$ cat config.mk
export PLATFORM = sky130hd
export DESIGN_NAME = ofdm_cp_inserter_flat
export DESIGN_NICKNAME = d
export VERILOG_FILES = /design/src/rtl/ofdm_pkg.sv /design/src/rtl/ofdm_cp_inserter_if.sv /design/src/rtl/ofdm_frame_ram.sv /design/src/rtl/ofdm_cp_inserter.sv /design/src/flat_wrapper.sv
export SDC_FILE = /design/constraint.sdc
export NUM_CORES = 2
export LEC_CHECK = 0
export CAP_MARGIN = 25
export CELL_PAD_IN_SITES_DETAIL_PLACEMENT = 0
export CELL_PAD_IN_SITES_GLOBAL_PLACEMENT = 2
export CORE_MARGIN = 3
export CORE_UTILIZATION = 25
export CTS_CLUSTER_DIAMETER = 200
export DETAILED_ROUTE_END_ITERATION = 8
export PLACE_DENSITY = 0.48
export SYNTH_ARGS = -nofsm -noshare
export SYNTH_HDL_FRONTEND = slang
export SYNTH_MEMORY_MAX_BITS = 65536
export SYNTH_SLANG_ARGS = --single-unit
$ cat constraint.sdc
create_clock -name sample_clock_dac -period 4.9 [get_ports sample_clock_dac]
set_clock_uncertainty 0.05 [all_clocks]
set_input_delay 0.98 -clock sample_clock_dac [delete_from_list [all_inputs] [get_ports sample_clock_dac]]
set_output_delay 0.98 -clock sample_clock_dac [all_outputs]
set_load 0.1 [all_outputs]
$ cat src/rtl/ofdm_pkg.sv
// Shared constants, beat field positions and FSM state types for the
// OFDM cyclic-prefix inserter.
package ofdm_pkg;
    localparam int DATA_W   = 38;
    localparam int REAL_MSB = 37;
    localparam int REAL_LSB = 22;
    localparam int IMAG_MSB = 21;
    localparam int IMAG_LSB = 6;
    localparam int EXP_MSB  = 5;

    typedef enum logic {
        WR_IDLE,
        WR_FILL
    } wr_state_t;

    typedef enum logic [1:0] {
        RD_IDLE,
        RD_CP,
        RD_BODY
    } rd_state_t;
endpackage

$ cat src/rtl/ofdm_cp_inserter_if.sv
// Avalon-ST sink (asi_in0) and source (aso_out0) bundle of the CP inserter.
interface ofdm_cp_inserter_if #(
    parameter int DATA_W = ofdm_pkg::DATA_W
);
    // A beat transfers on a rising edge where valid and ready are both high;
    // once valid is raised, data/sop/eop stay stable until that edge.
    logic [DATA_W-1:0] asi_in0_data;
    logic              asi_in0_valid;
    logic              asi_in0_ready;
    logic              asi_in0_startofpacket;
    logic              asi_in0_endofpacket;
    logic [DATA_W-1:0] aso_out0_data;
    logic              aso_out0_valid;
    logic              aso_out0_ready;
    logic              aso_out0_startofpacket;
    logic              aso_out0_endofpacket;

    modport master (
        output asi_in0_data, asi_in0_valid, asi_in0_startofpacket, asi_in0_endofpacket,
        input  asi_in0_ready,
        input  aso_out0_data, aso_out0_valid, aso_out0_startofpacket, aso_out0_endofpacket,
        output aso_out0_ready
    );

    modport slave (
        input  asi_in0_data, asi_in0_valid, asi_in0_startofpacket, asi_in0_endofpacket,
        output asi_in0_ready,
        output aso_out0_data, aso_out0_valid, aso_out0_startofpacket, aso_out0_endofpacket,
        input  aso_out0_ready
    );
endinterface

$ cat src/rtl/ofdm_frame_ram.sv
// Two-bank symbol store: one synchronous write port, one asynchronous read
// port, both addressed by {bank, idx}. Contents are not reset.
module ofdm_frame_ram #(
    parameter  int DATA_W  = 38,
    parameter  int FFT_LEN = 64,
    localparam int IDX_W   = $clog2(FFT_LEN)
) (
    input  logic              clk,
    input  logic              we,
    input  logic              wr_bank,
    input  logic [IDX_W-1:0]  wr_idx,
    input  logic [DATA_W-1:0] wr_data,
    input  logic              rd_bank,
    input  logic [IDX_W-1:0]  rd_idx,
    output logic [DATA_W-1:0] rd_data
);
    logic [DATA_W-1:0] mem [2*FFT_LEN];

    always_ff @(posedge clk) begin
        if (we) mem[{wr_bank, wr_idx}] <= wr_data;
    end

    assign rd_data = mem[{rd_bank, rd_idx}];
endmodule

$ cat src/rtl/ofdm_cp_inserter.sv
// Buffers one IFFT symbol per input packet in a ping-pong store and re-emits
// it as {last CP_LEN samples, full symbol} in one output packet.
module ofdm_cp_inserter
    import ofdm_pkg::*;
#(
    parameter int FFT_LEN = 64,
    parameter int CP_LEN  = 16,
    parameter int DATA_W  = ofdm_pkg::DATA_W
) (
    input  logic                sample_clock_dac,
    input  logic                reset_reset_n,
    ofdm_cp_inserter_if.slave   st,
    output logic [7:0]          frames_dropped,
    output wr_state_t           dbg_wr_state,
    output rd_state_t           dbg_rd_state
);
    localparam int IDX_W = $clog2(FFT_LEN);
    localparam logic [IDX_W-1:0] LAST_IDX = IDX_W'(FFT_LEN - 1);
    localparam logic [IDX_W-1:0] CP_START = IDX_W'(FFT_LEN - CP_LEN);

    wr_state_t         wr_state, wr_state_nxt;
    logic              wr_bank, wr_bank_nxt;
    logic [IDX_W-1:0]  wr_idx, wr_idx_nxt, ram_wr_idx;
    logic              in_accept, ram_we, wr_done, wr_drop;

    rd_state_t         rd_state, rd_state_nxt;
    logic              rd_bank, rd_bank_nxt;
    logic [IDX_W-1:0]  rd_idx, rd_idx_nxt;
    logic              rd_done, load, sop_nxt, eop_nxt, out_advance;
    logic [DATA_W-1:0] ram_rd_data;

    logic [1:0]        bank_full, bank_full_nxt;
    logic [DATA_W-1:0] out_data;
    logic              out_valid, out_sop, out_eop;

    assign st.asi_in0_ready        = ~bank_full[wr_bank];
    assign in_accept               = st.asi_in0_valid & st.asi_in0_ready;
    assign out_advance             = ~out_valid | st.aso_out0_ready;
    assign st.aso_out0_data        = out_data;
    assign st.aso_out0_valid       = out_valid;
    assign st.aso_out0_startofpacket = out_sop;
    assign st.aso_out0_endofpacket = out_eop;
    assign dbg_wr_state            = wr_state;
    assign dbg_rd_state            = rd_state;

    ofdm_frame_ram #(.DATA_W(DATA_W), .FFT_LEN(FFT_LEN)) u_ram (
        .clk     (sample_clock_dac),
        .we      (ram_we),
        .wr_bank (wr_bank),
        .wr_idx  (ram_wr_idx),
        .wr_data (st.asi_in0_data),
        .rd_bank (rd_bank_nxt),
        .rd_idx  (rd_idx_nxt),
        .rd_data (ram_rd_data)
    );

    // A sop always restarts at idx 0; arriving mid-fill it also drops the old frame.
    always_comb begin
        wr_state_nxt = wr_state;
        wr_bank_nxt  = wr_bank;
        wr_idx_nxt   = wr_idx;
        ram_we       = 1'b0;
        ram_wr_idx   = wr_idx;
        wr_done      = 1'b0;
        wr_drop      = 1'b0;
        if (in_accept) begin
            if (st.asi_in0_startofpacket) begin
                ram_we       = 1'b1;
                ram_wr_idx   = '0;
                wr_drop      = (wr_state == WR_FILL) | st.asi_in0_endofpacket;
                wr_state_nxt = st.asi_in0_endofpacket ? WR_IDLE : WR_FILL;
                wr_idx_nxt   = st.asi_in0_endofpacket ? '0 : IDX_W'(1);
            end else if (wr_state == WR_FILL) begin
                ram_we       = 1'b1;
                wr_state_nxt = WR_IDLE;
                wr_idx_nxt   = '0;
                if (st.asi_in0_endofpacket && wr_idx == LAST_IDX) begin
                    wr_done     = 1'b1;
                    wr_bank_nxt = ~wr_bank;
                end else if (st.asi_in0_endofpacket || wr_idx == LAST_IDX) begin
                    wr_drop = 1'b1;
                end else begin
                    wr_state_nxt = WR_FILL;
                    wr_idx_nxt   = wr_idx + 1'b1;
                end
            end
        end
    end

    // rd_bank/rd_idx name the sample held in the output register; the
    // next-state pair is also the RAM read address for the next load.
    always_comb begin
        rd_state_nxt = rd_state;
        rd_bank_nxt  = rd_bank;
        rd_idx_nxt   = rd_idx;
        rd_done      = 1'b0;
        load         = 1'b0;
        sop_nxt      = 1'b0;
        eop_nxt      = 1'b0;
        unique case (rd_state)
            RD_IDLE: begin
                if (bank_full[rd_bank]) begin
                    load         = 1'b1;
                    sop_nxt      = 1'b1;
                    rd_idx_nxt   = CP_START;
                    rd_state_nxt = RD_CP;
                end
            end
            RD_CP: begin
                if (out_advance) begin
                    load = 1'b1;
                    if (rd_idx == LAST_IDX) begin
                        rd_idx_nxt   = '0;
                        rd_state_nxt = RD_BODY;
                    end else begin
                        rd_idx_nxt = rd_idx + 1'b1;
                    end
                end
            end
            RD_BODY: begin
                if (out_advance) begin
                    if (rd_idx == LAST_IDX) begin
                        rd_done     = 1'b1;
                        rd_bank_nxt = ~rd_bank;
                        if (bank_full[~rd_bank]) begin
                            load         = 1'b1;
                            sop_nxt      = 1'b1;
                            rd_idx_nxt   = CP_START;
                            rd_state_nxt = RD_CP;
                        end else begin
                            rd_idx_nxt   = '0;
                            rd_state_nxt = RD_IDLE;
                        end
                    end else begin
                        load       = 1'b1;
                        rd_idx_nxt = rd_idx + 1'b1;
                        eop_nxt    = (rd_idx_nxt == LAST_IDX);
                    end
                end
            end
            default: rd_state_nxt = RD_IDLE;
        endcase
    end

    always_comb begin
        bank_full_nxt = bank_full;
        if (wr_done) bank_full_nxt[wr_bank] = 1'b1;
        if (rd_done) bank_full_nxt[rd_bank] = 1'b0;
    end

    always_ff @(posedge sample_clock_dac or negedge reset_reset_n) begin
        if (!reset_reset_n) begin
            wr_state       <= WR_IDLE;
            wr_bank        <= 1'b0;
            wr_idx         <= '0;
            rd_state       <= RD_IDLE;
            rd_bank        <= 1'b0;
            rd_idx         <= '0;
            bank_full      <= 2'b00;
            frames_dropped <= 8'd0;
            out_data       <= '0;
            out_valid      <= 1'b0;
            out_sop        <= 1'b0;
            out_eop        <= 1'b0;
        end else begin
            wr_state  <= wr_state_nxt;
            wr_bank   <= wr_bank_nxt;
            wr_idx    <= wr_idx_nxt;
            rd_state  <= rd_state_nxt;
            rd_bank   <= rd_bank_nxt;
            rd_idx    <= rd_idx_nxt;
            bank_full <= bank_full_nxt;
            if (wr_drop && frames_dropped != 8'hFF) frames_dropped <= frames_dropped + 8'd1;
            if (load) begin
                out_data  <= ram_rd_data;
                out_valid <= 1'b1;
                out_sop   <= sop_nxt;
                out_eop   <= eop_nxt;
            end else if (rd_done) begin
                out_valid <= 1'b0;
                out_sop   <= 1'b0;
                out_eop   <= 1'b0;
            end
        end
    end
endmodule

$ cat src/flat_wrapper.sv
// flat-port wrapper written by rule: the top's interface ports become plain ports
module ofdm_cp_inserter_flat import ofdm_pkg::*;
#(
    parameter int FFT_LEN = 64,
    parameter int CP_LEN  = 16,
    parameter int DATA_W  = ofdm_pkg::DATA_W
)
  (sample_clock_dac, reset_reset_n, frames_dropped, dbg_wr_state, dbg_rd_state, st_asi_in0_data, st_asi_in0_valid, st_asi_in0_startofpacket, st_asi_in0_endofpacket, st_asi_in0_ready, st_aso_out0_data, st_aso_out0_valid, st_aso_out0_startofpacket, st_aso_out0_endofpacket, st_aso_out0_ready);
  ofdm_cp_inserter_if #(.DATA_W(DATA_W)) st_i ();
  input  logic sample_clock_dac;
  input  logic reset_reset_n;
  output logic [7:0] frames_dropped;
  output wr_state_t dbg_wr_state;
  output rd_state_t dbg_rd_state;
  input wire logic [$bits(st_i.asi_in0_data)-1:0] st_asi_in0_data;
  input wire logic [$bits(st_i.asi_in0_valid)-1:0] st_asi_in0_valid;
  input wire logic [$bits(st_i.asi_in0_startofpacket)-1:0] st_asi_in0_startofpacket;
  input wire logic [$bits(st_i.asi_in0_endofpacket)-1:0] st_asi_in0_endofpacket;
  output wire logic [$bits(st_i.asi_in0_ready)-1:0] st_asi_in0_ready;
  output wire logic [$bits(st_i.aso_out0_data)-1:0] st_aso_out0_data;
  output wire logic [$bits(st_i.aso_out0_valid)-1:0] st_aso_out0_valid;
  output wire logic [$bits(st_i.aso_out0_startofpacket)-1:0] st_aso_out0_startofpacket;
  output wire logic [$bits(st_i.aso_out0_endofpacket)-1:0] st_aso_out0_endofpacket;
  input wire logic [$bits(st_i.aso_out0_ready)-1:0] st_aso_out0_ready;
  assign st_i.asi_in0_data = st_asi_in0_data;
  assign st_i.asi_in0_valid = st_asi_in0_valid;
  assign st_i.asi_in0_startofpacket = st_asi_in0_startofpacket;
  assign st_i.asi_in0_endofpacket = st_asi_in0_endofpacket;
  assign st_asi_in0_ready = st_i.asi_in0_ready;
  assign st_aso_out0_data = st_i.aso_out0_data;
  assign st_aso_out0_valid = st_i.aso_out0_valid;
  assign st_aso_out0_startofpacket = st_i.aso_out0_startofpacket;
  assign st_aso_out0_endofpacket = st_i.aso_out0_endofpacket;
  assign st_i.aso_out0_ready = st_aso_out0_ready;
  ofdm_cp_inserter #(.FFT_LEN(FFT_LEN), .CP_LEN(CP_LEN), .DATA_W(DATA_W)) u_core (.sample_clock_dac(sample_clock_dac), .reset_reset_n(reset_reset_n), .st(st_i), .frames_dropped(frames_dropped), .dbg_wr_state(dbg_wr_state), .dbg_rd_state(dbg_rd_state));
endmodule
## Word-level counts from Yosys, hierarchy flattened

Memory sizes are Yosys's and may differ from the RTL's. A register that Yosys moved wholly into a read port is not among the register bits.
Cells that the tools add are included.
Widths: inputs -> output; s select.

| cells by class | value |
|---|---|
| shift operators | 0 |
| mux-type cells | 74 |
| div/mod/pow operators | 0 |
| equality and inequality tests | 11 |
| $add $sub $neg | 3 |
| order comparisons | 5 |
| $mul | 0 |
| bitwise gates (word level) | 11 |
| reductions and logical operators | 12 |

Operator list:

| cell | number |
|---|---|
| $mux 6 | 12 |
| $mux 1 | 49 |
| $eq 6x6->1 const B | 3 |
| $pmux 6 s3 | 1 |
| $mux 2 | 7 |
| $add 6x1->6 const B | 2 |
| $ne 2x1->1 const B | 5 |
| $add 8x1->8 const B | 1 |
| $ne 8x8->1 const B | 1 |
| $lt 1x2->1 const B | 3 |
| $pmux 2 s3 | 1 |
| $not 1->1 | 5 |
| $reduce_and 5->1 | 1 |
| $logic_and 1x1->1 | 4 |
| $reduce_and 4->1 | 1 |
| $reduce_bool 2->1 | 2 |
| $pmux 1 s3 | 1 |
| $and 2x2->2 | 1 |
| $demux 1 s1 | 2 |
| $eq 2x1->1 const B | 1 |
| $eq 2x2->1 const B | 1 |
| $ge 1x1->1 const B | 2 |
| $logic_not 2->1 | 1 |
| $not 2->2 | 1 |
| 7 further kinds | 8 |

| storage, ports and cells | value |
|---|---|
| memories | 1 |
| bits in read-only memories | 0 |
| word-level logic and storage cells | 128 |
| memory bits (writable) | 4,864 |
| bits of input ports | 44 |
| latch bits | 0 |
| output and inout bits | 53 |
| register bits after elaboration | 30 |

Memory list:

| memory | depth | width | read ports | clocked after Yosys merged registers in | write ports | RTL line | source |
|---|---|---|---|---|---|---|---|
| u_core.u_ram.mem | 128 | 38 | 1 | 1 | 1 | ofdm_frame_ram.sv:17 | `logic [DATA_W-1:0] mem [2*FFT_LEN];` |

## Logic depth before layout (Yosys ltp)

| logic depth | value |
|---|---|
| depth in word-level cells | 9 |
| depth in mapped cells | 15 |
| depth with buffers taken out | 11 |

## By module

Synthesis repeated with hierarchy kept, for this count alone.

| unflattened totals | value |
|---|---|
| cells, all modules | 7,298 |
| area, all modules | 187,773.8 µm² |

Modules (own cells, without submodules):

| module | times used | sequential area each (µm²) | cells an instance | area an instance (µm²) |
|---|---|---|---|---|
| ofdm_frame_ram | 1 | 146,060.1 | 7,040 | 184,617.1 |
| ofdm_cp_inserter | 1 | 1,701.6 | 258 | 3,156.8 |

## Worst setup path before layout

OpenSTA, ideal clock, no wires.

| timing | value |
|---|---|
| kind | flip-flop to flip-flop |
| start | reg u_core.wr_bank |
| end | mem u_core.u_ram.mem[80][0], enable pin |
| data arrival time | 4,924 ps |
| cell stages (with the launch flop) | 6 |
| data required time | 4,404 ps |
| setup slack | -520 ps |
| clock period less this slack | 5,420 ps |
| setup time | 446 ps |
| buffers on the path | 1 |
| path through | dfrtp_1 mux2i_1 and3_1 clkbuf_1 nand3_1 a21oi_1 |

| between the ends | value |
|---|---|
| longest elaborated chain between the ends | 7 |
| elaborated cells between the ends (all ways) | 8 |
| classes of those cells | 6 x mux; 2 x bitwise |

RTL lines:

| what | RTL line | source |
|---|---|---|
| start, declared | ofdm_cp_inserter.sv:22 | `logic wr_bank, wr_bank_nxt;` |
| start signal, assigned | ofdm_cp_inserter.sv:167 | `wr_bank <= wr_bank_nxt;` |
| $mux 1 (not written as such) * (2 in series) | ofdm_cp_inserter.sv:36 | `assign st.asi_in0_ready = ~bank_full[wr_bank];` |
| $not 1->1 * | ofdm_cp_inserter.sv:36 |  |
| named net st_asi_in0_ready | flat_wrapper.sv:19 | `output wire logic [$bits(st_i.asi_in0_ready)-1:0] st_asi_in0_ready;` |
| $and 1x1->1 * | ofdm_cp_inserter.sv:37 | `assign in_accept = st.asi_in0_valid & st.asi_in0_ready;` |
| $mux 1 | ofdm_cp_inserter.sv:66 | `if (in_accept) begin` |
| $mux 1 | ofdm_frame_ram.sv:20 | `if (we) mem[{wr_bank, wr_idx}] <= wr_data;` |
| $mux 1 (not written as such) | ofdm_frame_ram.sv:20 |  |
| end, declared | ofdm_frame_ram.sv:17 |  |

Mark *: on every way through the listed nets, which the timed path passes. The rest lies on a longest branch. The select of a mux whose other input is x is not followed.

## Worst setup path in the final report

| timing | value |
|---|---|
| start | in st_aso_out0_ready |
| end | reg u_core.out_data[32] (netlist: u_core.st.aso_out0_data[32]) (read register of u_core.u_ram.mem) |

| between the ends | value |
|---|---|
| longest elaborated chain between the ends | 3 |
| elaborated cells between the ends (all ways) | 9 |
| classes of those cells | 8 x mux; 1 x bitwise |

RTL lines:

| what | RTL line | source |
|---|---|---|
| start, declared | flat_wrapper.sv:24 | `input wire logic [$bits(st_i.aso_out0_ready)-1:0] st_aso_out0_ready;` |
| $or 1x1->1 * | ofdm_cp_inserter.sv:38 | `assign out_advance = ~out_valid \| st.aso_out0_ready;` |
| $mux 6, or another cell as far along | ofdm_cp_inserter.sv:121 | `if (out_advance) begin` |
| $pmux 6 s3, or another cell as far along | ofdm_cp_inserter.sv:100 | `unique case (rd_state)` |
| end, declared | ofdm_cp_inserter.sv:33 | `logic [DATA_W-1:0] out_data;` |

Mark *: on every way between the ends. The rest lies on a longest branch, timed or not.
A chain may end at the register's enable or synchronous reset.

==> flow_metrics.env <==
export IMPL_cts_buffers=602
export IMPL_vias=123000
export IMPL_critPathLaunchType="input pin"
export IMPL_critPathRequiredTime_ns=5.78
export IMPL_layout_nets=15000
export IMPL_finalSetupViolCount=0
export IMPL_synthCells=13900
export IMPL_critical_path_peak_fanout=35
export IMPL_crit_chain="clkdlybuf4s50_1 -> nand2b_1 -> nand3_1 -> buf_4 -> nor3_1 -> o32ai_4 -> inv_2 -> buf_12 -> nor4_4 -> buf_12 -> a22oi_1 -> buf_4 -> nand4_1 -> buf_4 -> a22oi_2 -> buf_4 -> nand4_1"
export IMPL_powerDensity_nw_per_um2=381
export IMPL_ios=97
export IMPL_final_layout_size_suffix_gt1_share_pct=15.7
export IMPL_postCtsSetupBuffers=0
export IMPL_avgSynthCellArea_um2=13.9
export IMPL_wl_per_cell_um=30.3
export IMPL_hold_class="in2reg"
export IMPL_fp_dieArea_um2=783000
export IMPL_grt_ovfl_total=0
export IMPL_seq_area_frac_synth_pct=76.5
export IMPL_track_usage_pct=19.2
export IMPL_synth_nets=13900
export IMPL_row_count=322
export IMPL_synth_top_area_cell="edfxtp_1"
export IMPL_cts_reportedPaths_clkPinSlew_ns=0.06
export IMPL_cp_slowest_cell="clkdlybuf4s50_1"
export IMPL_crit_top_cell="buf_4"
export IMPL_synth_edf_count=4864
export IMPL_wirelength_um=778000
export IMPL_ys_flop_type="edfxtp_1"
export IMPL_yosysTopAreaCellShare_pct=75.6
export IMPL_max_stage_delay_ns=0.99
export IMPL_cap_violations=0
export IMPL_arrival_ns=5.65
export IMPL_stdcell_area_um2=239000
export IMPL_power_total_mw=91.2
export IMPL_grt_pass1_vias=122000
export IMPL_cts_sinks=4932
export IMPL_synth_commonest_cells="edfxtp_1, nand2_1, nand3_1"
export IMPL_fmax_mhz=210
export IMPL_final_antenna_net_count=0
export IMPL_crit_path_end_kind="flip-flop"
export IMPL_outcome="finished clean"
export IMPL_start_util_pct=25.1
export IMPL_worstSetupPathType="in2reg"
export IMPL_hold_viol=0
export IMPL_yosys_cell_count_top_type="edfxtp_1"
export IMPL_drt_pass1_iterations=5
export IMPL_clk_latency_ns=1.11
export IMPL_grt_max_degree=99
export IMPL_fp_dieH_um=885
export IMPL_initialDrtViolationCount=11400
export IMPL_antenna_found_initial=87
export IMPL_dp_hpwl_um=485000
export IMPL_fin_setup_tns_ns=0
export IMPL_fp_dieW_um=885
export IMPL_p_leak_nw=80.6
export IMPL_syn_cell_area_um2=193000
export IMPL_cts_root_buffer="clkbuf_16"
export IMPL_synth_warnings=0
export IMPL_post_route_min_period_ns=4.77
export IMPL_numPortBuffers=96
export IMPL_place_area_um2=220000
export IMPL_vias_per_cell=4.78
export IMPL_worst_slew_pin_slew_ns=1.22
export IMPL_layout_worst_path_cycle_share_pct=97.3
export IMPL_slew_headroom_pct=18.1
export IMPL_synthDistinctLibCells=67
export IMPL_route_detailed_drc=0
export IMPL_core_area_um2=770000
export IMPL_syn2layout_area_growth_pct=23.9
export IMPL_vdd_drop_max_mv=0.336
export IMPL_rsz0062_at_grt="false"
export IMPL_synth_seq_cells=4932
export IMPL_finalMaxSlewViolations=0
export IMPL_cts_buffer_depth=4
export IMPL_cts_tree="built"
export IMPL_grt_pass1_wl_um=1060000
export IMPL_gp_congestion=0.782
export IMPL_synth_top_cells_by_area="edfxtp_1, nand2_1, nand3_1"
export IMPL_post_route_util_pct=31.1
export IMPL_htree_num_levels=6
export IMPL_async_flop_share_pct=1.38
==> cell type report <==
type                            instances  area (µm²)
Fill cell                           76800      530000
Sequential cell                      4932      148000
Multi-Input combinational cell       7977       42900
Timing Repair Buffer                 1456       16800
Clock buffer                          792       16200
Tap cell                            10200       12800
Clock inverter                        287        2670
Inverter                               20         100
Antenna cell                           34        85.1
==> flip-flops by register name, indices dropped and copies added, names as in the netlist <==
name                              cells
u_core.bank_full                      2
u_core.dbg_rd_state                   2
u_core.dbg_wr_state                   1
u_core.frames_dropped                 8
u_core.rd_bank                        1
u_core.rd_idx                         6
u_core.st.aso_out0_data              38
u_core.st.aso_out0_endofpacket        1
u_core.st.aso_out0_startofpacket      1
u_core.st.aso_out0_valid              1
u_core.u_ram.mem                   4864
u_core.wr_bank                        1
u_core.wr_idx                         6
==> through the flow <==
stage / hold slack [ns] / instances / worst slack (ns)
floorplan: 0.477 / 13900 / 0.181
global placement: 0.443 / 24600 / -2.42
detailed placement: 0.443 / 24600 / -1.40
CTS: 0.140 / 25700 / 0.0483
global route: 0.187 / 25700 / 0.0374
finish: 0.246 / 25700 / 0.135
==> report_power, final <==
group	switching [mW]	total, mW	internal (mW)
clock network	18.4	43.3	24.9
logic	1.28	1.47	0.193
registers	0.0504	46.5	46.4
==> cell usage in the layout, fill, tap and decap left out, types with 30 or more instances in the layout <==
master,n
bufinv_16,30
a41o_1,34
and3_1,86
a211oi_1,71
nor2_4,132
edfxtp_1,4864
clkinv_1,131
clkinv_2,73
clkbuf_1,164
a22oi_1,398
nand2_1,3554
a21o_1,69
buf_4,919
o31ai_1,37
nor2_1,40
mux2i_1,323
o221ai_1,37
buf_6,38
buf_12,442
a32oi_1,89
nand3_1,1426
a32o_1,106
nor3_1,41
a311oi_1,72
clkdlybuf4s50_1,49
o21ai_0,97
dfrtp_1,67
a21oi_1,892
nand4_1,101
diode_2,34
a31oi_1,153
clkbuf_16,614
mux4_2,43
==> path summary, 6_finish.rpt <==
kind	from	to	slack, ns	cells past startpoint
setup / recovery	st_aso_out0_ready	u_core.st.aso_out0_data[32]$_DFFE_PN0P_	0.13	17
hold / removal	st_asi_in0_data[27]	u_core.u_ram.mem[117][27]$_DFFE_PP_	0.25	1
setup reg to reg	u_core.rd_idx[0]$_DFF_PN0_	u_core.st.aso_out0_data[32]$_DFFE_PN0P_	0.18	17
hold reg to reg	u_core.frames_dropped[7]$_DFFE_PN0P_	u_core.frames_dropped[7]$_DFFE_PN0P_	0.45	1
max in group asynchronous	reset_reset_n	u_core.st.aso_out0_data[4]$_DFFE_PN0P_	3.31	3
min in group asynchronous	reset_reset_n	u_core.frames_dropped[6]$_DFFE_PN0P_	0.45	2
==> logic make-up (layout without fill, tap and decap cells) <==
group / Yosys count / in the layout / synth area share, %
other: 0 / 34 / 0
muxes: 372 / 372 / 2.21
AOI/OAI and AO/OA: 2150 / 2150 / 7.34
adders and majority gates: 6 / 6 / 0.0389
and+or+nand+nor: 5438 / 5438 / 11.9
buffers and inverters: 960 / 2555 / 1.97
DFF: 4932 / 4932 / 76.5
xor gates and xnor gates: 11 / 11 / 0.0499
==> what timing repair did <==
action,in CTS,in global routing
hold buffers,1,0
setup endpoints to repair,1,4
endpoints found under the hold margin,15,0
gates resized for setup,1,4
pin swaps,0,1
==> worst max-delay path: cells and delay by family <==
family	cells	cell delay, ns
buffers and inverters	8	2.44
AOI/OAI and AO/OA	3	1.09
and+or+nand+nor	6	1.05
==> routing by layer <==
layer | vias to the layer above | wire, µm | GRT usage, %
li1 | 54600 | - | -
met1 | 64500 | 363000 | 27.7
met2 | 2887 | 363000 | 31.3
met3 | 737 | 35200 | 2.28
met4 | 10 | 15600 | 3.50
met5 | - | 69 | 0
Power figures use the tool's default switching activity.
